## config.mk

```make
export PLATFORM = sky130hd
export DESIGN_NAME = ps2_scancode_fifo
export DESIGN_NICKNAME = d
export VERILOG_FILES = /design/src/rtl/ps2_scancode_fifo.sv
export SDC_FILE = /design/constraint.sdc
export NUM_CORES = 1
export LEC_CHECK = 0
export CAP_MARGIN = 5
export CELL_PAD_IN_SITES_DETAIL_PLACEMENT = 1
export CELL_PAD_IN_SITES_GLOBAL_PLACEMENT = 2
export CORE_ASPECT_RATIO = 0.8
export CORE_MARGIN = 5
export CORE_UTILIZATION = 42
export DETAILED_ROUTE_END_ITERATION = 8
export GPL_TIMING_DRIVEN = 0
export PLACE_DENSITY_LB_ADDON = 0.1
export SYNTH_ARGS = -nofsm -noshare
export SYNTH_HDL_FRONTEND = slang
export SYNTH_SLANG_ARGS = --single-unit
```

## constraint.sdc

```tcl
create_clock -name clk -period 3.1 [get_ports clk]
set_input_delay 0.465 -clock clk [delete_from_list [all_inputs] [get_ports clk]]
set_output_delay 0.465 -clock clk [all_outputs]
set_load 0.02 [all_outputs]
```

## src/rtl/ps2_scancode_fifo.sv

```systemverilog
// Elastic scancode buffer between the PS/2 receiver and the keyboard decoder.
// Bytes are queued in a circular buffer and replayed as paced one-cycle strobes.
module ps2_scancode_fifo #(
  parameter int unsigned depth = 8,
  parameter int unsigned gap   = 64
) (
  input  logic                     clk,
  input  logic                     reset_n,
  input  logic                     in_trigger,
  input  logic [7:0]               in_byte,
  output logic                     out_trigger,
  output logic [7:0]               out_byte,
  input  logic                     flush,
  input  logic                     ovf_clear,
  output logic                     overflow,
  output logic [$clog2(depth):0]   level
);

  localparam int unsigned AW = $clog2(depth);
  localparam logic [AW:0] Full    = (AW+1)'(depth);
  localparam logic [15:0] GapLoad = 16'(gap - 1);

  typedef enum logic {StIdle, StWait} pacer_e;

  logic [7:0]    mem [depth];
  logic [AW-1:0] wr_ptr_q, rd_ptr_q;
  logic [AW:0]   count_q;
  logic [15:0]   gap_cnt_q;
  pacer_e        state_q;
  logic          pop, push, drop;

  // A pop in the same cycle frees a slot, so a push into a full buffer still lands.
  always_comb begin
    pop  = (state_q == StIdle) && (count_q != '0) && !flush;
    push = in_trigger && !flush && ((count_q != Full) || pop);
    drop = in_trigger && !flush && (count_q == Full) && !pop;
  end

  always_ff @(posedge clk) begin
    if (push) mem[wr_ptr_q] <= in_byte;
  end

  always_ff @(posedge clk or negedge reset_n) begin
    if (!reset_n) begin
      wr_ptr_q    <= '0;
      rd_ptr_q    <= '0;
      count_q     <= '0;
      gap_cnt_q   <= '0;
      state_q     <= StIdle;
      out_trigger <= 1'b0;
      out_byte    <= 8'h00;
      overflow    <= 1'b0;
    end else begin
      out_trigger <= pop;

      if (flush) begin
        wr_ptr_q  <= '0;
        rd_ptr_q  <= '0;
        count_q   <= '0;
        gap_cnt_q <= '0;
        state_q   <= StIdle;
      end else begin
        if (push) wr_ptr_q <= wr_ptr_q + 1'b1;
        if (pop) begin
          rd_ptr_q <= rd_ptr_q + 1'b1;
          out_byte <= mem[rd_ptr_q];
        end
        if (push && !pop)      count_q <= count_q + 1'b1;
        else if (pop && !push) count_q <= count_q - 1'b1;

        unique case (state_q)
          StIdle: begin
            if (pop) begin
              gap_cnt_q <= GapLoad;
              state_q   <= StWait;
            end
          end
          StWait: begin
            gap_cnt_q <= gap_cnt_q - 16'd1;
            if (gap_cnt_q == 16'd1) state_q <= StIdle;
          end
          default: state_q <= StIdle;
        endcase
      end

      if (drop)           overflow <= 1'b1;
      else if (ovf_clear) overflow <= 1'b0;
    end
  end

  assign level = count_q;

endmodule

```

After elaboration in Yosys (flattened, before gate mapping). Memory sizes are Yosys's and may differ from the RTL's. A register that Yosys moved wholly into a read port is not among the register bits. Index checks and enable logic that the tools add are counted.

Register bits after elaboration: 29. Bits in latches: 0. Bits in writable memories: 64. ROM bits: 0. Input port bits: 13. Output and inout bits: 14. Logic and storage cells: 56. Memories kept: 1.

Add/subtract/negate cells: 5. Multipliers: 0. Divide/modulo/power cells: 0. Magnitude comparators: 0. Eq/ne operators: 4. Shift-type cells: 0. Muxes and demuxes: 18. Bitwise operators: 2. Reductions and logical operators: 19.

Memory list: mem (depth 8, width 8, rd ports 1, clocked after Yosys merged registers in 1, wr ports 1, line 25) `logic [7:0] mem [depth];`.

Operators with widths (number): 2-to-1 mux 16 bit (2); one-hot mux 16 bit (2 select lines) (1); == test 16 x 1 -> 1 bit, second input constant (1); subtractor 16 x 1 -> 16 bit, second input constant (1); 2-to-1 mux 3 bit (4); 2-to-1 mux 4 bit (3); logical AND 1 bit (8); 2-to-1 mux 1 bit (7); adder 3 x 1 -> 3 bit, second input constant (2); nonzero test 2 bit (3); adder 4 x 1 -> 4 bit, second input constant (1); == test 4 bit, second input constant (1); zero test 1 bit (4); != test 4 bit, second input constant (1); nonzero test 4 bit (1); subtractor 4 x 1 -> 4 bit, second input constant (1); != test 3 bit, second input constant (1); nonzero test 3 bit (1); inverter 1 bit (2); one-hot mux 1 bit (2 select lines) (1); AND reduction 2 bit (1); logical OR 1 bit (1).

Logic depth before layout (Yosys ltp). Gate-level depths: netlist (run 1).

Word-level depth: 10. Depth in mapped cells: 11. Gate-level depth less buffers: 9.

Worst setup path before layout (run 1). No wires, ideal clock.

Path type: register -> register. From: register count_q[1], in the netlist level[1]. To: register count_q[3], in the netlist level[3]. Library setup time: 0.136 ns. Arrival time: 2.573 ns. Required time: 2.964 ns. Path slack: 0.391 ns. Cell stages (with the launch flop): 11. Buffers on the path: 2. Clock period less this slack: 2.709 ns. Cells stage by stage: dfrtp_1 or4_1 clkbuf_1 nand2_1 buf_2 nand2_1 ha_1 a21o_1 a21oi_1 mux2i_1 o32ai_1.

Longest elaborated chain between the ends: 8. Elaborated cells between the ends (all ways): 16. Those cells by class: add/sub (2); eq/ne (1); mux (3); reduce/logical (10).

Ends and longest elaborated chain: from (decl) (line 27) `logic [AW:0] count_q;`; from (signal assigned) (line 68) `if (push && !pop) count_q <= count_q + 1'b1;`; from (signal assigned) (line 69) `else if (pop && !push) count_q <= count_q - 1'b1;`; parallel branches: the longest is 8 deep, another holds subtractor 4 x 1 -> 4 bit.

Several ways; the timed one is not identified. The select of a mux whose other input is x is not followed. A chain may end at the register's enable or synchronous reset.

Worst setup path in the final report (run 1).
From: register count_q[1], in the netlist level[1]. To: register count_q[1], in the netlist level[1].

The elaborated chain is that of the path after synthesis.

==> results of run 1 <==
[state kept, by name (all words and copies together), names as in the netlist]
| register | cells |
|---|---|
| mem | 64 |
| state_q | 1 |
| wr_ptr_q | 3 |
| out_byte | 8 |
| out_trigger | 1 |
| overflow | 1 |
| rd_ptr_q | 3 |
| gap_cnt_q | 16 |
| level | 4 |
[repair_timing]
| item | in CTS | in global routing |
|---|---|---|
| endpoints found under the setup margin | 3 | 3 |
| gates resized for setup | 4 | 1 |
| pin swaps | 0 | 1 |
| setup buffers | 0 | 2 |
[cell families after synthesis]
kind of cell,Yosys count,share of synthesized area
simple gates,102,0.114
mux,30,0.112
buf+inv,25,0.0240
fa+ha+maj,7,0.0212
xor+xnor,5,0.00976
compound gates,57,0.0850
flops,101,0.635
[through the flow]
| stage | cells | utilization | power, W | worst slack [ps] | hold slack (ps) |
|---|---|---|---|---|---|
| final | 511 | 0.506 | 0.00444 | 214 | 57.8 |
| after floorplan | 327 | - | 0.00283 | 391 | 169 |
| after global placement | 492 | 0.474 | 0.00334 | -737 | 464 |
| after CTS | 510 | 0.505 | 0.00448 | 9.00 | 68.3 |
| after global routing | 511 | 0.506 | 0.00473 | 27.5 | 73.4 |
| after detailed placement | 494 | 0.477 | 0.00338 | -718 | 450 |
[power breakdown]
group | switching (W) | internal, W | total [W]
Sequential | 0.000179 | 0.00161 | 0.00179
Combinational | 0.000894 | 0.000679 | 0.00157
Clock | 0.000515 | 0.000558 | 0.00107
Total | 0.00159 | 0.00285 | 0.00444
[layout by cell type, fill, tap and decap left out, types with 2 or more instances in the layout]
cell / synthesis / layout
inv_6: 0 / 3
clkdlybuf4s50_1: 0 / 24
o31ai_1: 2 / 2
nor4_1: 5 / 5
a311oi_1: 3 / 3
nor3_1: 12 / 11
or4_1: 4 / 4
nand3b_1: 2 / 2
o32ai_1: 2 / 2
clkbuf_1: 8 / 7
inv_1: 9 / 9
clkbuf_2: 1 / 2
nand2_1: 26 / 25
mux2i_1: 13 / 13
xnor2_1: 2 / 2
nand2b_1: 9 / 9
ha_1: 6 / 6
buf_4: 0 / 4
buf_2: 4 / 4
dfrtp_1: 37 / 37
a21oi_1: 11 / 10
nor3b_1: 3 / 3
o21ai_0: 17 / 17
nand4_1: 2 / 2
a31oi_1: 3 / 3
clkbuf_16: 0 / 9
nand3_1: 2 / 2
nor2b_1: 2 / 2
edfxtp_1: 64 / 64
a211oi_1: 2 / 2
or3_1: 5 / 5
buf_1: 2 / 2
o311ai_0: 5 / 5
nor2_1: 26 / 26
mux4_2: 16 / 16
xor2_1: 3 / 3
a221oi_1: 2 / 2
[metal layers]
| layer | GRT usage | part of all wire | wire [um] |
|---|---|---|---|
| met3 | 0.0449 | 0.040 | 421 |
| met1 | 0.246 | 0.48 | 5100 |
| met2 | 0.280 | 0.47 | 4990 |
| met4 | 0.0350 | 0.0053 | 56 |
| met5 | 0 | 0 | 0 |
[cell type report]
type                       count  area, sq um
inverter                       9         33.8
clock buffer                  10          229
sequential                   101         2850
tap                          140          175
multi-input combinational    201         1550
clock inverter                 6         50.0
buffer                        15         73.8
timing repair buffer          29          288
fill                        1067         5120
[final timing paths]
check                            start     endpoint
max in group asynchronous      reset_n     level[3]
setup / recovery              level[1]     level[1]
min in group clk           out_byte[6]  out_byte[6]
setup reg to reg              level[1]     level[1]
hold reg to reg            out_byte[6]  out_byte[6]
hold / removal                 reset_n  out_byte[7]
==> impl_metrics.env, run 1 <==
export IMPL_fp_dieW_um=126
export IMPL_power_leakage_nw=1.90
export IMPL_crit_arrival_ps=3150
export IMPL_slowest_stage="or4_1"
export IMPL_gr_total_overflow=0
export IMPL_first_global_vias=3009
export IMPL_finish_instance_area_sq_um=5250
export IMPL_yosysMostFrequentCell="edfxtp_1"
export IMPL_post_route_period_util=0.931
export IMPL_post_route_min_period_ps=2890
export IMPL_yosysUniqueCellTypes=50
export IMPL_synth_area_top_cells="edfxtp_1 (43%), dfrtp_1 (21%), mux4_2 (8.0%)"
export IMPL_outcome="finished clean"
export IMPL_grt_usage=0.175
export IMPL_nNetsFinal=386
export IMPL_ys_seq_area_frac=0.635
export IMPL_grt_max_degree=24
export IMPL_path_cells="or4_1 > nand2_4 > buf_4 > nand2_1 > inv_1 > fa_1 > o311ai_0 > o21ai_0 > a21oi_1"
export IMPL_drt_total_wl_um=10600
export IMPL_postSynthCellCount=327
export IMPL_synth_commonest_cells="edfxtp_1 (64), dfrtp_1 (37), nand2_1 (26), nor2_1 (26), o21ai_0 (17)"
export IMPL_postPlaceCellArea_sq_um=4940
export IMPL_antenna_found_initial=0
export IMPL_synth_edff_count=64
export IMPL_crit_fanout=10
export IMPL_async_flop_share=0.366
export IMPL_diodes=0
export IMPL_synth_fp_nets=347
export IMPL_maxSlewViolCount=0
export IMPL_root_buffer="clkbuf_16"
export IMPL_rsz0062_at_grt="false"
export IMPL_ant_nets=0
export IMPL_cts_made_buffers=9
export IMPL_crit_buf_inv=2
export IMPL_critPathRequiredTime_ps=3370
export IMPL_initial_core_util=0.433
export IMPL_coreArea_sq_um=10400
export IMPL_synth_area_leader_cell="edfxtp_1"
export IMPL_end_kind="flip-flop"
export IMPL_die_area_sq_um=12900
export IMPL_hold_viol_final=0
export IMPL_numPortBuffers=25
export IMPL_fin_skew_ps=11.2
export IMPL_grt_pass1_wl_um=17100
export IMPL_synth_top_area_frac=0.428
export IMPL_critPathKind="flip-flop to flip-flop"
export IMPL_drv_cap=0
export IMPL_rows=33
export IMPL_max_stage_delay_ps=720
export IMPL_area_growth_pct=16.9
export IMPL_ctsLongestPathBuffers=2
export IMPL_min_path_type="primary input to asynchronous set/reset pin"
export IMPL_ys_flop_type="edfxtp_1"
export IMPL_ys_ff_latch=101
export IMPL_reg2regPathDepth=9
export IMPL_cts_tree="built"
export IMPL_cts_max_level=3
export IMPL_num_vias=2914
export IMPL_clkTransAtPathRegs_ps=70
export IMPL_die_h_um=102
export IMPL_drcViolationCount=0
export IMPL_dr_pass1_iters=4
export IMPL_fmax_ghz=0.346
export IMPL_cts_sinks=101
export IMPL_hpwl_um=7160
export IMPL_cp_depth=9
export IMPL_syn_area_sq_um=4490
export IMPL_cts_hold_buf=0
export IMPL_clk_latency_ps=350
export IMPL_power_density_nw_per_um2=846
export IMPL_ir_worst_vdd_mv=0.389
export IMPL_slew_headroom=0.266
export IMPL_start_kind="flip-flop"
export IMPL_via_per_inst=5.70
export IMPL_io_pins=27
export IMPL_setup_violations=0
export IMPL_wire_per_inst_um=20.7
export IMPL_gp_congestion=0.724
export IMPL_drive_gt1_frac=0.137
export IMPL_synth_warnings=0
export IMPL_worst_pin_slew_ps=1100
export IMPL_drt_first_iter_violations=128
export IMPL_reg2reg_slack_ps=210
export IMPL_tns_ps=0
export IMPL_avgSynthCellArea_sq_um=13.7
export IMPL_crit_family="simple AND/OR/NAND/NOR gates"
Power figures use the tool's default switching activity.
==> inputs of run 2 (changes only) <==
==> config.mk (replaced) <==
export PLATFORM = sky130hd
export DESIGN_NAME = ps2_scancode_fifo
export DESIGN_NICKNAME = d
export VERILOG_FILES = /design/src/rtl/ps2_scancode_fifo.sv
export SDC_FILE = /design/constraint.sdc
export NUM_CORES = 1
export LEC_CHECK = 0
export ABC_AREA = 1
export CAP_MARGIN = 5
export CORE_MARGIN = 5
export CORE_UTILIZATION = 55
export DETAILED_ROUTE_END_ITERATION = 8
export GPL_TIMING_DRIVEN = 0
export PLACE_DENSITY = 0.75
export SYNTH_ARGS = -nofsm -noshare
export SYNTH_HDL_FRONTEND = slang
export SYNTH_SLANG_ARGS = --single-unit
==> impl_metrics.env, run 2 <==
export IMPL_ys_seq_area_frac=0.634
export IMPL_num_vias=3251
export IMPL_yosysMostFrequentCell="nor2_1"
export IMPL_synth_area_top_cells="edfxtp_1 (43%), dfrtp_1 (21%), nor2_1 (7.1%)"
export IMPL_cts_tree="built"
export IMPL_clk_latency_ps=380
export IMPL_io_pins=27
export IMPL_post_cts_buffers=0
export IMPL_setup_violations=0
export IMPL_power_density_nw_per_um2=842
export IMPL_min_path_type="primary input to asynchronous set/reset pin"
export IMPL_ir_worst_vdd_mv=0.463
export IMPL_syn_area_sq_um=4490
export IMPL_drt_total_wl_um=9610
export IMPL_crit_arrival_ps=2660
export IMPL_total_power_w=0.00431
export IMPL_numPortBuffers=26
export IMPL_worst_pin_slew_ps=1190
export IMPL_wl_met1_um=3960
export IMPL_antenna_found_initial=0
export IMPL_synth_warnings=0
export IMPL_post_route_min_period_ps=2660
export IMPL_post_route_period_util=0.858
export IMPL_synth_commonest_cells="nor2_1 (85), nand2_1 (78), edfxtp_1 (64)"
export IMPL_grt_pass1_wl_um=16000
export IMPL_start_kind="primary input"
export IMPL_dr_pass1_iters=4
export IMPL_reg2reg_slack_ps=620
export IMPL_postCtsResizedCells=0
export IMPL_first_global_vias=3337
export IMPL_async_flop_share=0.366
export IMPL_via_per_inst=5.47
export IMPL_wire_per_inst_um=16.2
export IMPL_area_growth_pct=14.1
export IMPL_diodes=0
export IMPL_avgSynthCellArea_sq_um=10.1
export IMPL_final_cell_mix="nor2_1 (85), nand2_1 (78), edfxtp_1 (64)"
export IMPL_grt_usage=0.206
export IMPL_coreArea_sq_um=8090
export IMPL_cts_sinks=101
export IMPL_yosysUniqueCellTypes=28
export IMPL_maxSlewViolCount=0
export IMPL_wl_met2_um=5060
export IMPL_synth_area_leader_cell="edfxtp_1"
export IMPL_gp_congestion=0.782
export IMPL_root_buffer="clkbuf_8"
export IMPL_ctsLongestPathBuffers=2
export IMPL_worstSetupStartpoint="flush"
export IMPL_rows=33
export IMPL_cts_made_buffers=9
export IMPL_reg2reg_to="mem[1][5]"
export IMPL_fmax_ghz=0.376
export IMPL_final_cell_count_no_fill=594
export IMPL_met3WireLength_um=470
export IMPL_drv_cap=0
export IMPL_dp_cells=577
export IMPL_largest_reg_flops=64
export IMPL_postPlaceCellArea_sq_um=4880
export IMPL_regArea_sq_um=2850
export IMPL_end_kind="flip-flop"
export IMPL_fp_dieW_um=100
export IMPL_die_area_sq_um=10100
export IMPL_endpoint="mem[1][5]"
export IMPL_initial_core_util=0.555
export IMPL_synth_top_area_frac=0.428
export IMPL_clkTransAtPathRegs_ps=100
export IMPL_rsz0062_at_grt="false"
export IMPL_grt_max_degree=38
export IMPL_critPathRequiredTime_ps=3100
export IMPL_multi_input_area_sq_um=1420
export IMPL_r2r_start="level[3]"
export IMPL_outcome="finished clean"
export IMPL_synth_fp_nets=466
export IMPL_drcViolationCount=0
export IMPL_gr_total_overflow=0
export IMPL_reg2regPathDepth=6
export IMPL_cts_hold_buf=0
export IMPL_slew_headroom=0.201
export IMPL_synth_edff_count=64
export IMPL_drive_gt1_frac=0.0634
export IMPL_ys_flop_type="edfxtp_1"
export IMPL_die_h_um=100
export IMPL_nNetsFinal=504
export IMPL_fin_skew_ps=11.0
export IMPL_tns_ps=0
export IMPL_final_common_cell="nor2_1"
export IMPL_hpwl_um=6870
export IMPL_top_register="mem"
export IMPL_postSynthCellCount=446
export IMPL_drt_first_iter_violations=141
export IMPL_ys_ff_latch=101
export IMPL_cts_max_level=3
export IMPL_top_layer="met4"
export IMPL_hold_viol_final=0
export IMPL_finish_instance_area_sq_um=5120
export IMPL_reg_top3="mem (64), gap_cnt_q (16), out_byte (8)"
export IMPL_nFillCells=684
export IMPL_crit_fanout=8
export IMPL_ant_nets=0
export IMPL_power_leakage_nw=2.10
export IMPL_critPathKind="primary input to flip-flop"
run 2: cell count changes in the layout (fill, tap and decap cells not counted), moves of 7 or more:
cell | before | now
clkbuf_16 | 9 | 0
clkbuf_8 | 0 | 9
inv_1 | 9 | 38
mux2i_1 | 13 | 0
mux4_2 | 16 | 0
nand2_1 | 25 | 78
nand2b_1 | 9 | 0
nand3_1 | 2 | 24
nor2_1 | 26 | 85
nor3_1 | 11 | 4
o211ai_1 | 1 | 18
o21ai_0 | 17 | 46
run 2: worst min-delay path by stage:
stage / cells after the start / endpoint
after global routing: 1 / gap_cnt_q[1]
after CTS: 1 / gap_cnt_q[13]
after global placement: 2 / out_byte[2]
after detailed placement: 2 / out_byte[1]
after floorplan: 0 / gap_cnt_q[0]
final: 1 / gap_cnt_q[1]
run 2: critical path, stage by stage:
cell,delay (ps)
clkdlybuf4s50_1,560
nor2_1,420
nand2_1,250
nor3_1,960
run 2: stage by stage:
step	hold slack, ps	utilization	setup WS [ps]
finish	174	0.633	442
global route	249	0.633	343
CTS	200	0.632	323
detailed placement	482	0.603	-83.9
global placement	471	0.603	-28.8
floorplan	169	-	1020
run 2: logic make-up (layout without fill, tap and decap cells):
logic type	count (synthesis)	in the layout	share of synthesized area
buffers and inverters	54	97	0.0499
flip-flops	101	101	0.634
adder cells (fa/ha/maj)	7	7	0.0212
AND/OR/NAND/NOR	200	200	0.184
XOR/XNOR	5	5	0.00975
AO/OA/AOI/OAI	79	79	0.101
run 2: area by class of cell:
type / instances / share of cell area
Buffer: 14 / 0.0144
Tap cell: 105 / 0.0256
Timing Repair Buffer: 27 / 0.0513
Inverter: 40 / 0.0293
Sequential cell: 101 / 0.556
Clock inverter: 7 / 0.0222
Clock buffer: 9 / 0.0242
Multi-Input combinational cell: 291 / 0.277
run 2: report_power, final:
part	switching (W)	total, W	leakage (nW)	internal [W]
clock	0.000502	0.000978	0.120	0.000476
sequential	0.000165	0.00178	1.06	0.00161
combinational	0.00101	0.00156	0.922	0.000551
total	0.00167	0.00431	2.10	0.00264
run 2: routing by layer:
metal | GRT usage | up-vias
met3 | 0.0486 | 12
met5 | 0 | -
met2 | 0.368 | 64
met4 | 0.0663 | 0
met1 | 0.244 | 1588
li1 | - | 1587
